===== src/rtl/simple_processor_pkg.sv =====
// Shared types and constants for the simple processor memory subsystem.
package simple_processor_pkg;

  localparam int DATA_WIDTH           = 32;
  localparam int NUM_DMEM_REQ         = 2;
  localparam int DMEM_TIMEOUT_DEFAULT = 16;

  // DMEM arbiter sequencing states.
  typedef enum logic [1:0] {
    IDLE   = 2'd0,
    ACCESS = 2'd1,
    RESP   = 2'd2
  } arb_state_t;

endpackage


===== src/rtl/rr_arb2.sv =====
// Combinational two-way round-robin picker. A lone requester wins outright;
// on a tie the port that was not served last wins. Shared with the IMEM side.
module rr_arb2 (
  input  logic [1:0] req,
  input  logic       last_gnt,
  output logic [1:0] gnt
);

  // One-hot winner selection.
  always_comb begin
    gnt = 2'b00;
    if (req == 2'b11) begin
      gnt = last_gnt ? 2'b01 : 2'b10;
    end else begin
      gnt = req;
    end
  end

endmodule


===== src/rtl/dmem_arbiter.sv =====
// Shares the single DMEM port between the core load/store path (port 0) and
// the debug/loader path (port 1), one outstanding transaction at a time.
//
// Requester handshake: a port raises req_i with addr/we/wdata stable and holds
// it until it sees gnt_o for that port (a one-cycle pulse in the same cycle the
// fields are latched). Completion is a one-cycle rvalid_o pulse carrying
// rdata_o/err_o; both read 0 outside that pulse. A port still holding req_i
// after its gnt is starting a new transaction.
// DMEM handshake: dmem_req_o stays high with stable address/data until
// dmem_ack_i; ack outside an access is ignored.
//
// Optional build macro DMEM_TIMEOUT_EN: abort an access after TIMEOUT_CYCLES
// cycles without ack and report it with err_o.
module dmem_arbiter
  import simple_processor_pkg::*;
#(
  parameter int unsigned NUM_REQ = NUM_DMEM_REQ
`ifdef DMEM_TIMEOUT_EN
  , parameter int unsigned TIMEOUT_CYCLES = DMEM_TIMEOUT_DEFAULT
`endif
) (
  input  logic                                clk_i,
  input  logic                                arst_i,
  input  logic [NUM_REQ-1:0]                  req_i,
  input  logic [NUM_REQ-1:0][DATA_WIDTH-1:0]  addr_i,
  input  logic [NUM_REQ-1:0]                  we_i,
  input  logic [NUM_REQ-1:0][DATA_WIDTH-1:0]  wdata_i,
  output logic [NUM_REQ-1:0]                  gnt_o,
  output logic [NUM_REQ-1:0]                  rvalid_o,
  output logic [DATA_WIDTH-1:0]               rdata_o,
  output logic                                err_o,
  output logic                                dmem_req_o,
  output logic [DATA_WIDTH-1:0]               dmem_addr_o,
  output logic                                dmem_we_o,
  output logic [DATA_WIDTH-1:0]               dmem_wdata_o,
  input  logic [DATA_WIDTH-1:0]               dmem_rdata_i,
  input  logic                                dmem_ack_i,
  output arb_state_t                          state_o
);

  arb_state_t            state_q, state_d;
  logic [NUM_REQ-1:0]    win;
  logic                  owner_q;
  logic                  last_gnt_q;
  logic [DATA_WIDTH-1:0] addr_q, wdata_q, rdata_q;
  logic                  we_q;
  logic                  err_q;
  logic                  timeout;

  rr_arb2 u_rr_arb2 (
    .req      (req_i),
    .last_gnt (last_gnt_q),
    .gnt      (win)
  );

`ifdef DMEM_TIMEOUT_EN
  localparam int CNT_W = (TIMEOUT_CYCLES > 1) ? $clog2(TIMEOUT_CYCLES) : 1;
  logic [CNT_W-1:0] cnt_q;

  // Counts unacknowledged ACCESS cycles; held at zero outside ACCESS so every
  // access starts from a clean count.
  always_ff @(posedge clk_i or posedge arst_i) begin
    if (arst_i) begin
      cnt_q <= '0;
    end else if (state_q != ACCESS) begin
      cnt_q <= '0;
    end else if (!dmem_ack_i) begin
      cnt_q <= cnt_q + 1'b1;
    end
  end

  // Expiry only when no ack arrives in the same cycle; a late ack still wins.
  assign timeout = (state_q == ACCESS) && !dmem_ack_i &&
                   (cnt_q == CNT_W'(TIMEOUT_CYCLES - 1));
`else
  assign timeout = 1'b0;
`endif

  // State register.
  always_ff @(posedge clk_i or posedge arst_i) begin
    if (arst_i) state_q <= IDLE;
    else        state_q <= state_d;
  end

  // Next-state logic.
  always_comb begin
    state_d = state_q;
    unique case (state_q)
      IDLE:    if (|req_i) state_d = ACCESS;
      ACCESS:  if (dmem_ack_i || timeout) state_d = RESP;
      RESP:    state_d = IDLE;
      default: state_d = IDLE;
    endcase
  end

  // Transaction latches, response capture and round-robin history.
  always_ff @(posedge clk_i or posedge arst_i) begin
    if (arst_i) begin
      owner_q    <= 1'b0;
      addr_q     <= '0;
      wdata_q    <= '0;
      we_q       <= 1'b0;
      rdata_q    <= '0;
      err_q      <= 1'b0;
      last_gnt_q <= 1'b1;
    end else begin
      unique case (state_q)
        IDLE: begin
          if (|req_i) begin
            owner_q <= win[1];
            addr_q  <= addr_i[win[1]];
            we_q    <= we_i[win[1]];
            wdata_q <= wdata_i[win[1]];
          end
        end
        ACCESS: begin
          if (dmem_ack_i) begin
            rdata_q <= we_q ? '0 : dmem_rdata_i;
            err_q   <= 1'b0;
          end else if (timeout) begin
            rdata_q <= '0;
            err_q   <= 1'b1;
          end
        end
        RESP:    last_gnt_q <= owner_q;
        default: ;
      endcase
    end
  end

  // Requester-facing outputs; grant is suppressed while reset is asserted.
  always_comb begin
    gnt_o    = '0;
    rvalid_o = '0;
    rdata_o  = '0;
    err_o    = 1'b0;
    if (state_q == IDLE && !arst_i) begin
      gnt_o = win;
    end
    if (state_q == RESP) begin
      rvalid_o[owner_q] = 1'b1;
      rdata_o           = rdata_q;
      err_o             = err_q;
    end
  end

  assign dmem_req_o   = (state_q == ACCESS);
  assign dmem_addr_o  = addr_q;
  assign dmem_we_o    = we_q & dmem_req_o;
  assign dmem_wdata_o = wdata_q;
  assign state_o      = state_q;

endmodule


===== config.mk =====
export PLATFORM = sky130hd
export DESIGN_NAME = dmem_arbiter
export DESIGN_NICKNAME = d
export VERILOG_FILES = /design/src/rtl/simple_processor_pkg.sv /design/src/rtl/rr_arb2.sv /design/src/rtl/dmem_arbiter.sv
export SDC_FILE = /design/constraint.sdc
export NUM_CORES = 1
export LEC_CHECK = 0
export BUFFER_PORTS_ARGS = -buffer_cell sky130_fd_sc_hd__buf_2
export CORE_AREA = 2 2 106 108
export CTS_BUF_LIST = sky130_fd_sc_hd__clkbuf_8
export DETAILED_ROUTE_END_ITERATION = 8
export DIE_AREA = 0 0 108 110
export GPL_TIMING_DRIVEN = 0
export PLACE_DENSITY = 0.83
export SETUP_SLACK_MARGIN = 0.2
export SLEW_MARGIN = 40
export SYNTH_ARGS = -nofsm -noshare
export SYNTH_HDL_FRONTEND = slang
export SYNTH_HIERARCHICAL = 1
export SYNTH_SLANG_ARGS = --single-unit

===== constraint.sdc =====
create_clock -name clk_i -period 6.16 [get_ports clk_i]
set_input_delay 0.616 -clock clk_i [delete_from_list [all_inputs] [get_ports clk_i]]
set_output_delay 0.616 -clock clk_i [all_outputs]
set_load 0.05 [all_outputs]

==> impl_metrics.toml, run 1 <==
[detailed_routing]
firstDrtPassIters = 4
wl_per_cell_um = 15.4
num_vias = 3997
remaining_drc_errors = 0
routed_via_density = 4.79
drt_wl_total_um = 12800
ant_nets = 0
drt_iter0_markers = 136

[floorplan]
std_cell_rows = 38
dieArea_um2 = 11900
top_level_ports = 272
die_h_um = 110
core_um2 = 10700
initial_core_util_pct = 46.6
die_w_um = 108

[critical_path]
worstPathMaxFanout = 10
endpoint_kind = "primary output"
critPathLaunchType = "flop"
rrSetupSlack_ps = 4220
criticalPathCategory = "flop to primary output"
cp.required_ps = 5540
cp.arrival_ps = 2210

[place]
dpl.hpwl_um = 10200
io_buffer_count = 270
dpl_worst_slack_ps = 3560
dp.cells = 819
routabilityCongestion = 0.766

[global_route]
grt_first_pass_wirelength_um = 19700
grt_max_degree = 81
track_usage_pct = 21.4
antenna_found_initial = 1
grt_pass1_vias = 4094
overflow = 0

[synth]
synth_cell_type_count = 22
ys_warn_count = 6
synth-async-reset-ratio_pct = 100
synth_edf_count = 0
yosysTopAreaCellShare_pct = 50.2
ys_top_cells_by_area = "dfrtp_1 50%, mux2_2 23%, mux2_1 6.5%, and2_1 4.5%, nand2b_1 4.0%"
yosysSeqAreaShare_pct = 50.7
syn-num-nets = 575
synth_top_area_cell = "dfrtp_1"
netlist_instances = 408
synth_area_um2 = 4990
synth_seq_cells = 101
syn_avg_cell_area_um2 = 12.2
synthFlopType = "dfrtp_1"
synth_commonest_cells = "103 x mux2_2, 100 x dfrtp_1, 36 x and2_1"
yosysMostFrequentCell = "mux2_2"

[sta]
layout_setup_ws_ps = 3340
post-route-min-period_ps = 2820
relSlewSlack_pct = 58.3
tightest_slew_ps = 625
hold_violations = 0
report.final.setup_viol = 0
rsz0062_at_grt = "no"
max_freq_mhz = 354
slew_viol_final = 0
skew_ps = 7.06
tns_ps = 0
final.period_utilization_pct = 45.9

[final_layout]
stdcell_count = 835
diodes = 0
final_util_pct = 63.0
fillers = 861
final_net_count = 857
layout-drive-gt1-share_pct = 59.1
syn2layout_area_growth_pct = 35.2

[clock_tree]
cts.clk_slew.worst_paths_ps = 90
cts-htree-levels = 3
cts_tree = "built"
cts_root_buf = "clkbuf_8"
cts_setup_buffers = 0
clk_latency_ps = 360
post_cts_resized = 0
numCtsBuffers = 9
clock-sinks = 101
hold_buffers = 0
clockBufferDepth = 2

[power]
power.leakage_nw = 3.41
powerDensity_nw_per_um2 = 527
max-vdd-ir-drop_mv = 0.345

[hold_path]
hold_path.class = "primary input to asynchronous set/reset pin"

[flow_run]
drv_cap = 0

[status]
status = "finished clean"
==> final cells by class <==
cell class / count / area (um^2) / area share [%]
flip-flops and latches: 101 / 2530 / 37.5
multi-input cells: 275 / 2260 / 33.6
repair buffers: 271 / 1380 / 20.5
clock buffers: 13 / 179 / 2.66
plain buffers: 28 / 179 / 2.66
well taps: 140 / 175 / 2.60
inverters: 4 / 22.5 / 0.334
clock inverters: 3 / 12.5 / 0.186
==> stage by stage <==
stage	cell area (um^2)	hold slack (ps)	total power, W
3_3_place_gp	6510	453	0.00313
2_1_floorplan	4990	442	0.00268
4_1_cts	6740	175	0.00359
3_5_place_dp	6550	462	0.00319
5_1_grt	6740	178	0.00375
6_report	6740	187	0.00355
==> kinds of logic (layout without fill, tap and decap cells) <==
logic type | count (synthesis) | in the layout | share of synthesized area [%]
AO/OA/AOI/OAI | 35 | 35 | 3.66
flip-flops | 101 | 101 | 50.7
other | 1 | 1 | 0.0752
AND/OR/NAND/NOR | 107 | 107 | 11.8
buffers and inverters | 32 | 319 | 3.89
multiplexers | 132 | 132 | 29.8
==> critical path: stages, from the launching register on <==
cell and delay (ps):
dfrtp_1 460, nor2b_1 550, clkbuf_1 370, and2_1 200, buf_2 270
==> layout by cell type (no fill, tap or decap), types with 2 or more instances in the layout <==
cell	n
buf_2	281
mux2_2	103
dfrtp_1	100
and2_1	36
nand2b_1	32
nand2_1	32
o21ai_0	32
mux2_1	29
clkbuf_8	13
clkbuf_1	8
buf_6	7
inv_1	5
nor2b_1	3
buf_4	2
==> where the power goes <==
part | switching (W) | internal, W
combinational | 0.00137 | 0.000652
sequential | 0.000154 | 0.000971
clock | 0.000214 | 0.000188
total | 0.00174 | 0.00181
==> metal layers <==
layer / part of all wire [%] / GRT usage, % / vias to the layer above
li1: - / - / 1949
met1: 40 / 24.9 / 1879
met2: 51 / 38.9 / 153
met3: 7.4 / 5.17 / 14
met4: 1.1 / 7.05 / 2
met5: 0.086 / 0 / -
==> path summary, 6_finish.rpt <==
path | startpoint | to | depth (start not counted)
min reg2reg | rdata_q[19] | rdata_q[19] | 2
max | state_o[1] | rdata_o[11] | 4
min | arst_i | dmem_wdata_o[4] | 2
max in group asynchronous | arst_i | rdata_q[13] | 3
min in group clk_i | rdata_q[19] | rdata_q[19] | 2
max reg2reg | last_gnt_q | dmem_wdata_o[27] | 5
==> state kept, by name, indices dropped and copies added, names as in the netlist <==
register,flops
dmem_addr_o,32
dmem_wdata_o,32
rdata_q,32
state_o,2
last_gnt_q,1
owner_q,1
we_q,1
Note: power is estimated with default switching activity, not from simulation.
==> inputs of run 2 (changes only) <==
- CORE_AREA: 2 2 106 108 -> default
- CORE_MARGIN: default -> 2
- CORE_UTILIZATION: default -> 46
- DIE_AREA: 0 0 108 110 -> default
- PLACE_DENSITY: 0.83 -> 0.82
- clock period: 6.16 -> 2.9 ns (I/O delays scaled with it)
==> run 2 against run 1 <==
Compared with the run above: cell area rose by 2.1%; via count rose by 1.5%; critical endpoint is now rdata_o[14]; total power rose by 120%; first-iteration DRC count fell by 14%; highest routed layer is now met4; sequential share of layout area fell by 0.76 points; non-clock buffer count rose by 5; critical path depth did not move; worst hold slack got worse by 22 ps; register-to-register slack got worse by 3300 ps.
==> impl_metrics.toml, run 2 (synthesis results as in run 1) <==
[status]
status = "finished clean"

[final_layout]
final_net_count = 862
final_common_cell = "buf_2"
final_util_pct = 64.3
multi_input_area_um2 = 2260
layout_common_cells = "281 x buf_2, 103 x mux2_2, 100 x dfrtp_1, 36 x and2_1"
syn2layout_area_growth_pct = 37.9
seqCellArea_um2 = 2530
fin_area_um2 = 6880
diodes = 0
fillers = 863
layout-drive-gt1-share_pct = 59.4

[floorplan]
top_level_ports = 272
dieArea_um2 = 11700
std_cell_rows = 38
core_um2 = 10700
die_h_um = 108
initial_core_util_pct = 46.6
die_w_um = 108

[clock_tree]
cts.clk_slew.worst_paths_ps = 100
cts_root_buf = "clkbuf_8"
cts-htree-levels = 3
clk_latency_ps = 360
clock-sinks = 101
clockBufferDepth = 2
cts_tree = "built"
numCtsBuffers = 9

[power]
max-vdd-ir-drop_mv = 0.803
power.leakage_nw = 3.46
p_seq_share_pct = 31.2
comb_power_share_pct = 56.3
intPower_w = 0.00396
power_w = 0.00769
p_sw_w = 0.00373
p_clk_share_pct = 12.6
switching_share_pct = 48.5
powerDensity_nw_per_um2 = 1120

[sta]
hold_violations = 0
tightest_slew_ps = 583
rsz0062_at_grt = "no"
report.final.setup_viol = 0
relSlewSlack_pct = 61.0
skew_ps = 10.9
max_freq_mhz = 408
tns_ps = 0
slew_viol_final = 0
post-route-min-period_ps = 2450
hold_ws_ps = 165
final.period_utilization_pct = 84.4

[global_route]
gr-usage-met2_pct = 40.7
grt_pass1_vias = 4107
grt_max_degree = 24
track_usage_pct = 21.6
grt_util_met3_pct = 4.10
use_met1_pct = 24.5
overflow = 0
grt.busiest_layer = "met2"
grt_first_pass_wirelength_um = 19500
antenna_found_initial = 0

[critical_path]
worstRegToRegCells = 4
critPathLaunchType = "flop"
slowest_delay_ps = 520
path_cells = "nor2b_1 > clkbuf_1 > and2_1 > buf_2"
cp.arrival_ps = 2160
criticalPathCategory = "flop to primary output"
slowest_stage = "nor2b_1"
cp.required_ps = 2610
endpoint_kind = "primary output"
worstPathMaxFanout = 10

[detailed_routing]
wl_per_cell_um = 15.2
drt_iter0_markers = 117
drt_wl_total_um = 12800
firstDrtPassIters = 6
remaining_drc_errors = 0
ant_nets = 0
routed_via_density = 4.84
num_vias = 4058

[place]
placed_cell_area_um2 = 6650
routabilityCongestion = 0.774
dpl.hpwl_um = 10400
io_buffer_count = 270

[hold_path]
hold_path.class = "primary input to flop"
holdPathStages = 3

[flow_run]
drv_cap = 0
## run 2: cell types whose count changed in the layout (fill, tap and decap cells not counted), sizes merged
cell	delta
buf	+4
bufinv	+2
clkbuf	-3
clkinvlp	+2
dlygate4sd3	+1
inv	-2
## run 2: layout make-up
type,count,area share (%)
buffer,28,2.60
timing repair buffer,276,21.8
tap,140,2.55
inverter,4,0.273
multi-input combinational,275,32.9
clock inverter,5,1.11
clock buffer,10,2.00
sequential,101,36.8
## run 2: repair_timing
action	in CTS	in global routing
hold buffers	1	0
buffers inserted	0	0
endpoints found under the hold margin	12	0
gates resized for setup	0	0
## run 2: critical path: cells and delay by family, from the launching register on
family	cells	cell delay, ps
flops	1	450
simple gates	2	720
buf+inv	2	620
## run 2: worst paths after layout
path	startpoint	to	slack, ps
hold / removal	dmem_rdata_i[28]	rdata_q[28]	160
setup / recovery	state_o[1]	rdata_o[14]	450
hold reg to reg	rdata_q[19]	rdata_q[19]	470
setup reg to reg	last_gnt_q	dmem_addr_o[7]	940
min in group asynchronous	arst_i	dmem_wdata_o[5]	510
max in group asynchronous	arst_i	dmem_wdata_o[30]	1640
## run 2: metal layers
layer	share of wire, %	wire length [um]
met4	1.6	200
met2	52	6680
met1	40	5080
met3	6.5	830
met5	0	0
## run 2: per-stage QoR
step                cells  setup slack (ps)
finish                839               452
detailed placement    823               767
floorplan             408               544
global placement      818               740
global route          839               202
CTS                   839               360
## run 2: power by group through the flow
| stage | sequential (W) | combinational [W] | clock (W) |
|---|---|---|---|
| after floorplan | 0.00404 | 0.00164 | 0 |
| after global placement | 0.00239 | 0.00426 | 0 |
| after detailed placement | 0.00243 | 0.00437 | 0 |
| after CTS | 0.00240 | 0.00437 | 0.000991 |
| after global routing | 0.00247 | 0.00457 | 0.00105 |
| final | 0.00240 | 0.00433 | 0.000966 |
